===== src/rtl/ctrl_pkg.sv =====
// Shared types and constants for the ALU instruction control sequencer.
// Latency: none (declarations only).
// Backpressure: none (declarations only).
package ctrl_pkg;

   // Default instruction field widths and bit positions inside the 32-bit IR
   localparam int OPC_WIDTH = 5;
   localparam int REG_WIDTH = 4;
   localparam int OPC_LSB   = 27;   // ir[31:27]
   localparam int RA_LSB    = 23;   // ir[26:23]
   localparam int RB_LSB    = 19;   // ir[22:19]
   localparam int RC_LSB    = 15;   // ir[18:15]

   // Opcodes
   localparam logic [OPC_WIDTH-1:0] OP_ADD  = 5'b00011;
   localparam logic [OPC_WIDTH-1:0] OP_SUB  = 5'b00100;
   localparam logic [OPC_WIDTH-1:0] OP_AND  = 5'b00101;
   localparam logic [OPC_WIDTH-1:0] OP_OR   = 5'b00110;
   localparam logic [OPC_WIDTH-1:0] OP_SHR  = 5'b00111;
   localparam logic [OPC_WIDTH-1:0] OP_SHL  = 5'b01000;
   localparam logic [OPC_WIDTH-1:0] OP_ROR  = 5'b01001;
   localparam logic [OPC_WIDTH-1:0] OP_ROL  = 5'b01010;
   localparam logic [OPC_WIDTH-1:0] OP_NOP  = 5'b11010;
   localparam logic [OPC_WIDTH-1:0] OP_HALT = 5'b11011;

   typedef enum logic [2:0] {
      ST_IDLE, ST_T0, ST_T1, ST_T2, ST_T3, ST_T4, ST_T5, ST_HALT
   } state_e;

   typedef enum logic [1:0] {
      CLS_ALU, CLS_NOP, CLS_HALT, CLS_ILLEGAL
   } op_class_e;

   // Single-bit datapath strobes, grouped so they register as one word
   typedef struct packed {
      logic pc_out;
      logic zlow_out;
      logic mdr_out;
      logic mar_in;
      logic pc_in;
      logic inc_pc;
      logic read;
      logic mdr_in;
      logic ir_in;
      logic y_in;
      logic z_in;
   } strobe_t;

   function automatic op_class_e classify(input logic [OPC_WIDTH-1:0] op);
      case (op)
         OP_ADD, OP_SUB, OP_AND, OP_OR,
         OP_SHR, OP_SHL, OP_ROR, OP_ROL: return CLS_ALU;
         OP_NOP:                         return CLS_NOP;
         OP_HALT:                        return CLS_HALT;
         default:                        return CLS_ILLEGAL;
      endcase
   endfunction

endpackage


===== src/rtl/reg_select_decoder.sv =====
// One-hot general-register select: bit sel is set when en is high.
// Latency: combinational.
// Backpressure: none.
module reg_select_decoder #(
   parameter int SEL_W = 4
) (
   input  logic                    en,
   input  logic [SEL_W-1:0]        sel,
   output logic [(1<<SEL_W)-1:0]   onehot
);

   // Drive exactly one enable when active, none otherwise
   always_comb begin
      onehot = '0;
      if (en) onehot[sel] = 1'b1;
   end

endmodule


===== src/rtl/alu_control_sequencer.sv =====
// Steps the datapath strobes through fetch (T0-T2) and execute (T3-T5) for 3-register ALU ops.
// Latency: outputs registered; every strobe is valid for the whole state cycle it belongs to.
// Backpressure: holds in T1 until mem_ready, giving up with bus_err after MEM_TIMEOUT idle cycles.
module alu_control_sequencer
   import ctrl_pkg::*;
#(
   parameter int OPC_W       = OPC_WIDTH,
   parameter int REG_W       = REG_WIDTH,
   parameter int MEM_TIMEOUT = 8
) (
   input  logic                    clock,
   input  logic                    clear,
   input  logic [31:0]             ir,
   input  logic                    mem_ready,
   output logic                    PCout,
   output logic                    Zlowout,
   output logic                    MDRout,
   output logic                    MARin,
   output logic                    PCin,
   output logic                    IncPC,
   output logic                    Read,
   output logic                    MDRin,
   output logic                    IRin,
   output logic                    Yin,
   output logic                    Zin,
   output logic [(1<<REG_W)-1:0]   reg_in,
   output logic [(1<<REG_W)-1:0]   reg_out,
   output logic [OPC_W-1:0]        alu_op,
   output logic                    run,
   output logic                    illegal_op,
   output logic                    bus_err
);

   state_e               state, nxt;
   logic [7:0]           wait_cnt;
   logic [OPC_W-1:0]     op_q;
   logic [REG_W-1:0]     ra_q, rb_q, rc_q;
   logic [OPC_W-1:0]     op_in;
   logic [REG_W-1:0]     rb_in;
   logic                 unused_ir;
   op_class_e            cls;

   strobe_t              stb_q, n_stb;
   logic                 rin_en_q, rout_en_q, n_rin_en, n_rout_en;
   logic [REG_W-1:0]     rin_sel_q, rout_sel_q, n_rin_sel, n_rout_sel;
   logic [OPC_W-1:0]     alu_op_q, n_alu_op;
   logic                 run_q, illegal_q, bus_err_q, n_run, n_illegal, n_bus_err;

   assign op_in     = ir[OPC_LSB +: OPC_W];
   assign rb_in     = ir[RB_LSB +: REG_W];
   assign unused_ir = ^ir[RC_LSB-1:0];

   // The opcode that matters is the one arriving from the IR while leaving T2,
   // and the captured copy from then on.
   assign cls = classify((state == ST_T2) ? op_in : op_q);

   // Next state plus the strobe pattern of the state being entered
   always_comb begin
      nxt        = state;
      n_stb      = '0;
      n_rin_en   = 1'b0;
      n_rin_sel  = ra_q;
      n_rout_en  = 1'b0;
      n_rout_sel = rc_q;
      n_alu_op   = '0;
      n_run      = 1'b1;
      n_illegal  = 1'b0;
      n_bus_err  = 1'b0;

      case (state)
         ST_IDLE: nxt = ST_T0;
         ST_T0:   nxt = ST_T1;
         ST_T1: begin
            if (mem_ready) begin
               nxt = ST_T2;
            end else if (wait_cnt == 8'(MEM_TIMEOUT - 1)) begin
               nxt       = ST_HALT;
               n_bus_err = 1'b1;
            end
         end
         ST_T2:   nxt = ST_T3;
         ST_T3: begin
            case (cls)
               CLS_ALU:  nxt = ST_T4;
               CLS_HALT: nxt = ST_HALT;
               default:  nxt = ST_T0;
            endcase
         end
         ST_T4:   nxt = ST_T5;
         ST_T5:   nxt = ST_T0;
         ST_HALT: nxt = ST_HALT;
         default: nxt = ST_IDLE;
      endcase

      case (nxt)
         ST_T0: begin
            n_stb.pc_out = 1'b1;
            n_stb.mar_in = 1'b1;
            n_stb.inc_pc = 1'b1;
            n_stb.z_in   = 1'b1;
         end
         ST_T1: begin
            n_stb.zlow_out = 1'b1;
            n_stb.pc_in    = 1'b1;
            n_stb.read     = 1'b1;
            n_stb.mdr_in   = 1'b1;
         end
         ST_T2: begin
            n_stb.mdr_out = 1'b1;
            n_stb.ir_in   = 1'b1;
         end
         ST_T3: begin
            // nop and halt leave T3 quiet; undefined opcodes only raise the flag
            if (cls == CLS_ALU) begin
               n_rout_en  = 1'b1;
               n_rout_sel = rb_in;
               n_stb.y_in = 1'b1;
            end else if (cls == CLS_ILLEGAL) begin
               n_illegal = 1'b1;
            end
         end
         ST_T4: begin
            n_rout_en  = 1'b1;
            n_rout_sel = rc_q;
            n_stb.z_in = 1'b1;
            n_alu_op   = op_q;
         end
         ST_T5: begin
            n_stb.zlow_out = 1'b1;
            n_rin_en       = 1'b1;
            n_rin_sel      = ra_q;
         end
         ST_HALT: n_run = 1'b0;
         default: ;
      endcase
   end

   // State, captured IR fields, T1 wait counter and registered outputs
   always_ff @(posedge clock) begin
      if (clear) begin
         state      <= ST_IDLE;
         wait_cnt   <= '0;
         op_q       <= '0;
         ra_q       <= '0;
         rb_q       <= '0;
         rc_q       <= '0;
         stb_q      <= '0;
         rin_en_q   <= 1'b0;
         rin_sel_q  <= '0;
         rout_en_q  <= 1'b0;
         rout_sel_q <= '0;
         alu_op_q   <= '0;
         run_q      <= 1'b1;
         illegal_q  <= 1'b0;
         bus_err_q  <= 1'b0;
      end else begin
         state      <= nxt;
         stb_q      <= n_stb;
         rin_en_q   <= n_rin_en;
         rin_sel_q  <= n_rin_sel;
         rout_en_q  <= n_rout_en;
         rout_sel_q <= n_rout_sel;
         alu_op_q   <= n_alu_op;
         run_q      <= n_run;
         illegal_q  <= n_illegal;
         bus_err_q  <= n_bus_err;
         if (state == ST_T2) begin
            op_q <= op_in;
            ra_q <= ir[RA_LSB +: REG_W];
            rb_q <= rb_in;
            rc_q <= ir[RC_LSB +: REG_W];
         end
         if (state == ST_T0) begin
            wait_cnt <= '0;
         end else if (state == ST_T1 && !mem_ready && wait_cnt != 8'(MEM_TIMEOUT)) begin
            wait_cnt <= wait_cnt + 8'd1;
         end
      end
   end

   reg_select_decoder #(.SEL_W(REG_W)) u_in_dec (
      .en     (rin_en_q),
      .sel    (rin_sel_q),
      .onehot (reg_in)
   );

   reg_select_decoder #(.SEL_W(REG_W)) u_out_dec (
      .en     (rout_en_q),
      .sel    (rout_sel_q),
      .onehot (reg_out)
   );

   assign PCout      = stb_q.pc_out;
   assign Zlowout    = stb_q.zlow_out;
   assign MDRout     = stb_q.mdr_out;
   assign MARin      = stb_q.mar_in;
   assign PCin       = stb_q.pc_in;
   assign IncPC      = stb_q.inc_pc;
   assign Read       = stb_q.read;
   assign MDRin      = stb_q.mdr_in;
   assign IRin       = stb_q.ir_in;
   assign Yin        = stb_q.y_in;
   assign Zin        = stb_q.z_in;
   assign alu_op     = alu_op_q;
   assign run        = run_q;
   assign illegal_op = illegal_q;
   assign bus_err    = bus_err_q;

endmodule


===== config.mk =====
export PLATFORM = sky130hd
export DESIGN_NAME = alu_control_sequencer
export DESIGN_NICKNAME = d
export VERILOG_FILES = /design/src/rtl/ctrl_pkg.sv /design/src/rtl/reg_select_decoder.sv /design/src/rtl/alu_control_sequencer.sv
export SDC_FILE = /design/constraint.sdc
export NUM_CORES = 1
export LEC_CHECK = 0
export CORE_MARGIN = 5
export CORE_UTILIZATION = 39
export CTS_CLUSTER_DIAMETER = 120
export DETAILED_ROUTE_END_ITERATION = 10
export GPL_TIMING_DRIVEN = 0
export PLACE_DENSITY = 0.8
export SLEW_MARGIN = 20
export SYNTH_ARGS = -nofsm -noshare
export SYNTH_HDL_FRONTEND = slang
export SYNTH_HIERARCHICAL = 1
export SYNTH_SLANG_ARGS = --single-unit

===== constraint.sdc =====
create_clock -name clock -period 1.7 [get_ports clock]
set_input_delay 0.34 -clock clock [delete_from_list [all_inputs] [get_ports clock]]
set_output_delay 0.34 -clock clock [all_outputs]
set_load 0.05 [all_outputs]

* Word level (Yosys, flattened, before mapping)
Memories as Yosys holds them, arrays and structs flattened.
Index checks and enable logic that the tools add are counted.
** Cells by class
- Muxes and demuxes :: 25
- Reduce and logical (&&, ||, !) cells :: 15
- Eq/ne operators :: 18
- Order comparisons :: 4
- Bitwise logic cells :: 3
- $add $sub $neg :: 1
** Operators with widths (count)
- $mux W16 :: 2
- $eq A3 B3 Y1 const B :: 8
- $pmux W3 S7 :: 1
- $eq A3 B2 Y1 const B :: 4
- $mux W1 :: 12
- $reduce_or A2 Y1 :: 6
- $lt A4 B5 Y1 const B :: 2
- $add A8 B1 Y8 const B :: 1
- $demux W1 S4 :: 2
- $eq A8 B3 Y1 const B :: 1
- $ge A4 B1 Y1 const B :: 2
- $mux W4 :: 2
- $ne A8 B4 Y1 const B :: 1
- $eq A3 B1 Y1 const B :: 2
- $mux W3 :: 2
- $pmux W3 S2 :: 1
- $reduce_or A3 Y1 :: 2
- $mux W5 :: 1
- $eq A2 B2 Y1 const B :: 2
- $logic_and A1 B1 Y1 :: 4
- $logic_not A3 Y1 :: 1
- $not A1 Y1 :: 3
- $logic_not A2 Y1 :: 1
- $mux W2 :: 1
- other kinds (2) :: 2
** Storage, ports and cells
- Memory bits (read-only) :: 64
- Memories kept :: 1
- Output and inout bits :: 51
- Flip-flop bits (word level) :: 50
- Bits of input ports :: 35
** Memories
- (name not given) :: depth 32, bits a word 2, read ports 1, clocked after memory_dff 0, write ports 0, RTL line ctrl_pkg.sv:50 : case (op)

* Logic depth before layout (Yosys ltp)
Gate-level depths: netlist of run 1.
An unclocked memory read counts as a cell.
- Word-level depth :: 9
- Mapped depth :: 7
- Mapped depth without buffers :: 7

* Hierarchy
Netlist of run 1, hierarchy kept.
** Modules (own cells, without submodules)
- alu_control_sequencer :: times used 1, sequential area each 960.9 um2, cells each 219, area each 1988.2 um2
- reg_select_decoder :: times used 2, sequential area each 0.0 um2, cells each 23, area each 117.6 um2

* Worst setup path after synthesis of run 1
OpenSTA, ideal clock, no wires.
- Kind :: reg2out
- Start :: register rin_sel_q[2]
- End :: output port reg_in[8]
- Required time :: 1360 ps
- Stages on the path, launching flop included :: 3
- Data arrival time :: 1571 ps
- Slack :: -211 ps
- Buffers on the path :: 0
- Cell sequence :: dfxtp_1 nand3b_1 nor3_1
** Between the ends
- Cells in the longest elaborated chain, start to end :: 5
- Elaborated cells between the ends (all ways) :: 6
** RTL lines
- from (decl) :: RTL line alu_control_sequencer.sv:45 : logic [REG_W-1:0] rin_sel_q, rout_sel_q, n_rin_sel, n_rout_sel;
- from (signal assigned) :: RTL line alu_control_sequencer.sv:160 : rin_sel_q <= n_rin_sel;
- $lt A4 B5 Y1 (implied by the code) / $ge A4 B1 Y1 (equally long branches) :: RTL line reg_select_decoder.sv:15 : if (en) onehot[sel] = 1'b1;
- $logic_and A1 B1 Y1 (implied by the code) :: RTL line reg_select_decoder.sv:15
- $mux W1 (implied by the code) :: RTL line reg_select_decoder.sv:15
- $demux W1 S4 (*)
- $mux W16 (*) :: RTL line reg_select_decoder.sv:15
- to (decl) :: RTL line alu_control_sequencer.sv:26 : output logic [(1<<REG_W)-1:0] reg_in,
Every way passes the cells marked *; elsewhere a longest branch is shown, timed or not.

* Worst setup path after layout of run 1
- Start :: register wait_cnt[4]
- End :: register alu_op_q[3] (netlist: alu_op[3])
** Between the ends
- Cells in the longest elaborated chain, start to end :: 7
** RTL lines
- from (decl) :: RTL line alu_control_sequencer.sv:35 : logic [7:0] wait_cnt;
- from (signal assigned) :: RTL line alu_control_sequencer.sv:176 : wait_cnt <= wait_cnt + 8'd1;
- $eq A8 B3 Y1 :: RTL line alu_control_sequencer.sv:76 : end else if (wait_cnt == 8'(MEM_TIMEOUT - 1)) begin
- $mux W3 :: RTL line alu_control_sequencer.sv:76
- $mux W3 :: RTL line alu_control_sequencer.sv:74 : if (mem_ready) begin
- $pmux W3 S7 :: RTL line alu_control_sequencer.sv:70 : case (state)
- $eq A3 B3 Y1 :: RTL line alu_control_sequencer.sv:95 : case (nxt)
- $not A1 Y1 (no line)
- $reduce_or A2 Y1 (no line)
- to (signal assigned) :: RTL line alu_control_sequencer.sv:163 : alu_op_q <= n_alu_op;
- to (decl) :: RTL line alu_control_sequencer.sv:46 : logic [OPC_W-1:0] alu_op_q, n_alu_op;
No other way between the ends.
A chain may end at the register's enable or synchronous reset.

==> summary by stage, run 1 <==
Yosys
Counting flops with an async set or reset pin after synthesis yields a share of 0. In this run the cell area of the synthesized design comes to 2220 sq um. The library cell with the highest instance count after synthesis is dfxtp_1. The share of synthesized area in the top cell type comes to 0.432. The net count after synthesis is 302.

By count the netlist is led by dfxtp_1, nor2_1, nand2_1, a21oi_1, nor3_1. The synthesized flop and latch total is 48. Each instance of the synthesized netlist takes up on average 8.39 sq um. Sorting the synthesized cells by area gives the leading types as dfxtp_1, nor2_1, nand2_1, a21oi_1, mux2i_1.

The synthesized design spends more area on one cell type than any other, namely dfxtp_1. The synthesis warning total is 6. Of the synthesized area, sequential elements account for 0.432.

The number of instances in the synthesized netlist is 265. The unique cell type count in the Yosys netlist is 47. The leading register cell type out of synthesis is dfxtp_1. Yosys mapped a number of flops with a built-in enable equal to 0.

Worst setup path
The critical path goes through or4_4 -> nor3_4 -> nor3b_4 -> o22ai_4 -> a211oi_2. The slack of the worst reg-to-reg path is -90 ps. The kind of cell adding the most delay to the critical path is simple AND/OR/NAND/NOR gates. The worst register-to-register path begins at wait_cnt[4]. The path depth of the worst reg2reg path is 5. For this run, the slowest stage of the critical path takes 580 ps. Along the worst path, the maximum fanout reaches 6. The reg-to-reg endpoint is alu_op[3]. The critical path runs through a total of 5 cells. The path type of the worst setup path is flop to flop. The master of the slowest instance on the critical path is or4_4. The endpoint arrival time on the critical path is 2020 ps. The buffers plus inverters on the worst setup path is 0. The endpoint class of the critical path is a flop. The startpoint type of the worst setup path is a flop. The required time of the critical path is 1930 ps.

Routing
The number of DRC violations after detailed routing is 0. The first detailed-routing pass ran for 4 iterations. The ratio of routed vias to standard cells is 5.03.

Wires add up to 5780 um. The detailed router's first-iteration violation count is 128. In the final routed layout, each cell accounts on average for 13.7 um.

Once detail routing completed, the nets flagged for antenna violations numbered 0. The detailed router placed 2,116 vias in this run.

Floorplanning
In this run the count of I/O pins placed on the die edge is 86. The vertical extent of the die is 85.5 um. The die is 85.5 um wide.

The area of the core is 5540 sq um. In this run the core area contains 27 standard-cell rows. The area of the die is 7310 sq um. For this configuration, the core starts out at a cell density of 0.401.

Clocking
The CTS tree is built. The tree is rooted in a clkbuf_8. Clock-pin slew was measured on the worst setup and hold paths at 90 ps. The later pin in the worst-skew pair is clocked with a latency of 300 ps. The clock sink total is 48. In this run, post-CTS hold repair placed 0 buffers.

The clock tree synthesis step divided the H-tree into 2 levels. Buffers inserted during clock tree synthesis total 5. The maximum clock insertion buffer count is 2.

Final layout
The finished layout holds 421 standard cells, fillers aside. The fill cell instance count of the final layout is 459. The fraction of layout cells with a size suffix above 1 is 0.335. The net count reported at finish is 385. The antenna diode count is 0. The relative area change from synthesis to final layout is 53.1%.

Timing
Setup repair after global routing could not meet its margin everywhere. The worst slew margin relative to its limit is 0.622. Setup total negative slack on the finished layout was measured at -955 ps. The slew at the pin closest to its max-slew limit is 567 ps. The shortest period the worst path allows is 1790 ps. The max-slew violation total from the final report is 0. The final hold violation count is 0. Setup violations remaining at the end of the flow were counted as 19.

The worst setup slack after layout is -89.4 ps. The share of the clock period used by the worst path after layout is 1.05. Based on the critical path, the design can be clocked at up to 559 MHz. The worst setup skew after layout is 3.20 ps.

Place
Timing analysis after detailed placement gives a worst setup slack of -501 ps. At the end of routability-driven placement, the weighted congestion stood at 0.863. The sum of net half-perimeters after detailed placement is 4070 um. The number of buffers added on ports is 68. Once placement completed, the tool counted placed cells totaling 405.

Global route
Entering global routing, the biggest net connects 16 pins. The wire length of the first global-routing pass is 8940 um. Summed over all layers, the global routing overflow is 0.

The number of global-route vias before repair is 1,934. The number of antenna violations at the first check in global routing was 0. Across every metal layer, demand over resource in global routing totals 0.151.

Power
The standby leakage power is 0.00136 uW. The power density normalized to cell area is 789 nW/um^2. The worst-case IR drop observed on VDD is 0.538 mV.

Worst hold path
The beginning of the worst hold path is ir[31]. Counting instances, the worst hold path has a depth of 2. The classification of the worst-slack hold path is input port to flop. The endpoint of the worst hold path is Yin.

Job
The tool flagged a number of max-cap violations equal to 0.

Outcome
The checks that failed: negative setup slack. The run finished, with violations left.
==> metal layers <==
layer  routed length, um  vias up  GRT usage
met5                   0        -          0
met2                2960       63      0.274
met4                 119        0     0.0576
met3                 391       10     0.0394
li1                    -     1056          -
met1                2310      987      0.169
==> logic make-up after synthesis <==
group | after synthesis | share of synthesized area
DFF | 48 | 0.432
and+or+nand+nor | 131 | 0.296
buffers and inverters | 24 | 0.0535
xor gates and xnor gates | 10 | 0.0394
muxes | 8 | 0.0366
AOI/OAI and AO/OA | 41 | 0.129
other | 1 | 0.00169
adders and majority gates | 2 | 0.0113
==> state kept, by name (all words and copies together) (netlist names) <==
| register | flops |
|---|---|
| IRin | 1 |
| IncPC | 1 |
| PCin | 1 |
| Yin | 1 |
| Zin | 1 |
| Zlowout | 1 |
| alu_op | 5 |
| bus_err | 1 |
| illegal_op | 1 |
| n_rin_sel | 4 |
| op_q | 5 |
| rc_q | 4 |
| rin_en_q | 1 |
| rin_sel_q | 4 |
| rout_en_q | 1 |
| rout_sel_q | 4 |
| run | 1 |
| state | 3 |
| wait_cnt | 8 |
==> cells in the final DEF (no fill, tap or decap), types with 8 or more instances in the layout <==
| cell type | n |
|---|---|
| clkbuf_4 | 12 |
| nand2_1 | 35 |
| dlygate4sd2_1 | 18 |
| nor3_2 | 9 |
| nor2_1 | 36 |
| dfxtp_2 | 10 |
| a21oi_1 | 20 |
| clkdlybuf4s50_1 | 14 |
| buf_4 | 20 |
| dfxtp_1 | 37 |
| nor2b_1 | 8 |
==> stage by stage <==
stage          area, sq um  hold slack (ps)  total power (uW)   util
3_5_place_dp          3030              442              1760  0.546
4_1_cts               3210              316              2650  0.579
5_1_grt               3400              322              2800  0.614
2_1_floorplan         2260              432              1590      -
6_report              3400              325              2690  0.614
3_3_place_gp          3030              438              1760  0.546
==> what timing repair did <==
action                     4_1_cts  5_1_grt
resized for setup              223       67
buffers inserted                 3        6
pin swaps                       11       12
setup endpoints to repair       70       58
==> worst max path at each step <==
stage                           start    endpoint
after floorplan             rout_en_q  reg_out[1]
after global placement         ir[30]    rin_en_q
after detailed placement       ir[30]   alu_op[3]
after CTS                   rout_en_q  reg_out[3]
after global routing      wait_cnt[4]   alu_op[3]
final                     wait_cnt[4]   alu_op[3]
==> final cells by class <==
class | count | area [sq um] | area share
plain buffers | 14 | 101 | 0.0298
clock buffers | 6 | 82.6 | 0.0243
clock inverters | 2 | 38.8 | 0.0114
inverters | 9 | 33.8 | 0.00992
multi-input cells | 193 | 1380 | 0.406
flip-flops and latches | 48 | 977 | 0.287
well taps | 72 | 90.1 | 0.0265
repair buffers | 77 | 699 | 0.205
==> where the power goes <==
part	internal, uW	leakage (uW)	total [uW]	switching [uW]
clock	481	0.0000614	866	385
sequential	1180	0.000395	1220	40.1
combinational	233	0.000909	606	373
total	1890	0.00136	2690	798
No activity file was read; power rests on OpenSTA's default activity.
==> inputs of run 2 (changes only) <==
--- a/config.mk
+++ b/config.mk
@@ -5,13 +5,14 @@
 export SDC_FILE = /design/constraint.sdc
 export NUM_CORES = 1
 export LEC_CHECK = 0
+export ABC_CLOCK_PERIOD_IN_PS = 1700
 export CORE_MARGIN = 5
 export CORE_UTILIZATION = 39
 export CTS_CLUSTER_DIAMETER = 120
 export DETAILED_ROUTE_END_ITERATION = 10
 export GPL_TIMING_DRIVEN = 0
+export MAX_ROUTING_LAYER = met4
 export PLACE_DENSITY = 0.8
-export SLEW_MARGIN = 20
 export SYNTH_ARGS = -nofsm -noshare
 export SYNTH_HDL_FRONTEND = slang
 export SYNTH_HIERARCHICAL = 1
==> run 2 against run 1 <==
The run still ends with negative setup slack left. Via count is essentially flat. Die area unchanged. Fmax increased by 0.33%. First-iteration DRC count rose by 3.1%. Global-route usage rose by 0.45 points. Utilization unchanged. Sequential share of layout area did not move. Total power hardly changed. Design area did not move. Cell count unchanged. Clock skew is 0.52 ps higher. Critical path type unchanged. Largest cell class unchanged.
==> summary by stage, run 2 (synthesis results as in run 1) <==
Clocking
The number of clock buffers added by TritonCTS is 5. The later pin in the worst-skew pair is clocked with a latency of 300 ps. The clock-pin slew on the worst setup and hold paths is 90 ps. The root cell of the clock tree is clkbuf_8. TritonCTS built the clock tree. In this run the deepest clock path goes through 2 buffers. The clock sink total is 48. The CTS H-tree depth is 2.

The number of hold-repair buffers added at the cts stage is 0.

Floorplanning
The region available for standard cell placement spans 5540 sq um. The floorplan has 27 rows. The area of the die is 7310 sq um.

86 I/O pins were placed. The width of the chip is 85.5 um. The die is 85.5 um tall. For this configuration, the core starts out at a cell density of 0.401.

Routing
The detailed-routing iteration count for the pre-antenna-repair pass is 4. The ratio of routed vias to standard cells is 5.02. The detailed router's first-iteration violation count is 132.

In the routed design, unresolved DRC markers number 0. Dividing the detail-routed wire length by the instance count gives 13.7 um. The routed layout has 2,115 vias. The final routed wirelength across all metal layers is 5770 um. The count of nets left with antenna violations once routing finished came out at 0.

Worst setup path
Walking the worst path, the cells encountered are or4_4 -> o311ai_2 -> a22o_2 -> nand2b_4 -> a21oi_2. Of all nets on the critical path, the largest fanout is 8. The required time of the critical path is 1880 ps. The master of the slowest instance on the critical path is or4_4. The startpoint type of the worst setup path is a flop. The path type of the worst setup path is flop to flop. The endpoint class of the critical path is a flop. For the worst setup path, the data arrival time is 1970 ps. On the worst path, the slowest cell contributes a delay of 570 ps.

Final layout
Ranked by flip-flop count, first place goes to wait_cnt. For this run, the share of the core covered by cells in the final layout is 0.614. The relative area change from synthesis to final layout is 53.1%. The layout has 459 filler cells. The antenna diode count is 0. The area taken by multi-input logic gates is 1380 sq um. Of the cells placed in the final design, the portion with a size suffix greater than 1 is 0.335.

The number of standard cells in the layout, taps in and fillers out is 421. The register with the most flip-flops in the layout has 8 of them. Leaving out fill and tap cells, the most frequent cell in the layout is dfxtp_1. The finished cells cover 3400 sq um. In the final design database the tool counted 385 nets.

Across the whole layout, storage elements account for 977 sq um. The library cells used most frequently in the layout, excluding fill and tap cells, are dfxtp_1, nor2_1, nand2_1, a21oi_1, buf_4.

Power
The share of total power dissipated in sequential elements is 0.453. Of the total power, the share spent switching nets is 0.297. VDD sags by at most 0.535 mV.

Internal power comes to 1890 uW. The power dissipated by switching net loads is 797 uW. Of the total power, combinational logic draws 0.226. Of the total power, the clock network draws 0.322. The power density normalized to cell area is 789 nW/um^2. The analysis attributes to cell leakage a power of 0.00136 uW.

Place
The sum of net half-perimeters after detailed placement is 4070 um. The placed instance count is 405. The placed standard-cell area is 3030 sq um. Port buffering added 68 buffers.

At the end of routability-driven placement, the weighted congestion stood at 0.876. Before CTS, the worst setup slack after placement is -501 ps.

Job
Max-cap violations in this run came to 0.

Timing
The clock arrives with 3.73 ps of skew. The max-slew violation total from the final report is 0. At the pin with the least slew margin, the transition time is 567 ps.

The shortest period the worst path allows is 1780 ps. Of the available clock period, the critical path in the final layout requires 1.05. The final hold violation count is 0. Setup total negative slack on the finished layout was measured at -899 ps. The worst setup slack after layout is -83.5 ps.

The achievable frequency is 561 MHz. Setup violations remaining at the end of the flow were counted as 19. The worst slew margin relative to its limit is 0.622. Setup repair after global routing could not meet its margin everywhere.

Global route
The pin count of the biggest net entering global routing is 16. The wire length of the first global-routing pass is 8940 um. The number of antenna violations at the first check in global routing is 0.

The number of global-route vias before repair is 1,933. Across every metal layer, demand over resource in global routing totals 0.156. Summed over all layers, the global routing overflow is 0.

Outcome
The flow ran to the end, but the final reports show violations. The final reports fail on negative setup slack.

Worst hold path
The classification of the worst-slack hold path is input port to flop.
run 2: cell counts in the layout (fill, tap and decap cells not counted):
Identical to the previous run, type by type.
run 2: power by group through the flow:
stage / Combinational [uW] / Clock, uW / Sequential [uW]
6_report: 606 / 864 / 1220
5_1_grt: 644 / 933 / 1220
4_1_cts: 560 / 876 / 1210
3_5_place_dp: 528 / 0 / 1240
3_3_place_gp: 523 / 0 / 1230
2_1_floorplan: 297 / 0 / 1300
run 2: cell type report:
cell class                      instances  area share
Buffer                                 14      0.0298
Clock buffer                            6      0.0243
Clock inverter                          2      0.0114
Inverter                                9     0.00992
Multi-Input combinational cell        193       0.406
Sequential cell                        48       0.287
Tap cell                               72      0.0265
Timing Repair Buffer                   77       0.205
run 2: path summary, 6_finish.rpt:
check | start | to | slack, ps | depth (start not counted)
worst min-delay path | ir[31] | Yin | 330 | 2
worst max-delay path | wait_cnt[4] | rin_en_q | -80 | 5
worst max register to register | wait_cnt[4] | rin_en_q | -80 | 5
worst min register to register | n_rin_sel[3] | n_rin_sel[3] | 460 | 2
run 2: stage by stage:
step                hold WS, ps  total power [uW]
global route                322              2800
finish                      325              2690
detailed placement          442              1760
global placement            438              1760
floorplan                   432              1590
CTS                         316              2650
run 2: critical path: cells and delay by family (launching register included):
family          cells  cell delay [ps]
flops               1              330
compound gates      3              580
simple gates        2              760
run 2: timing repair:
item,4_1_cts,5_1_grt
gates resized for setup,223,67
pin swaps,11,12
setup buffers,3,6
endpoints found under the setup margin,70,58
run 2: metal layers:
layer  part of all wire  wire length, um  track usage  vias up
li1                   -                -            -     1056
met1               0.40             2320        0.170      986
met2               0.51             2960        0.274       63
met3              0.065              377       0.0375       10
met4              0.021              119       0.0576        0
met5                  0                0            -        -
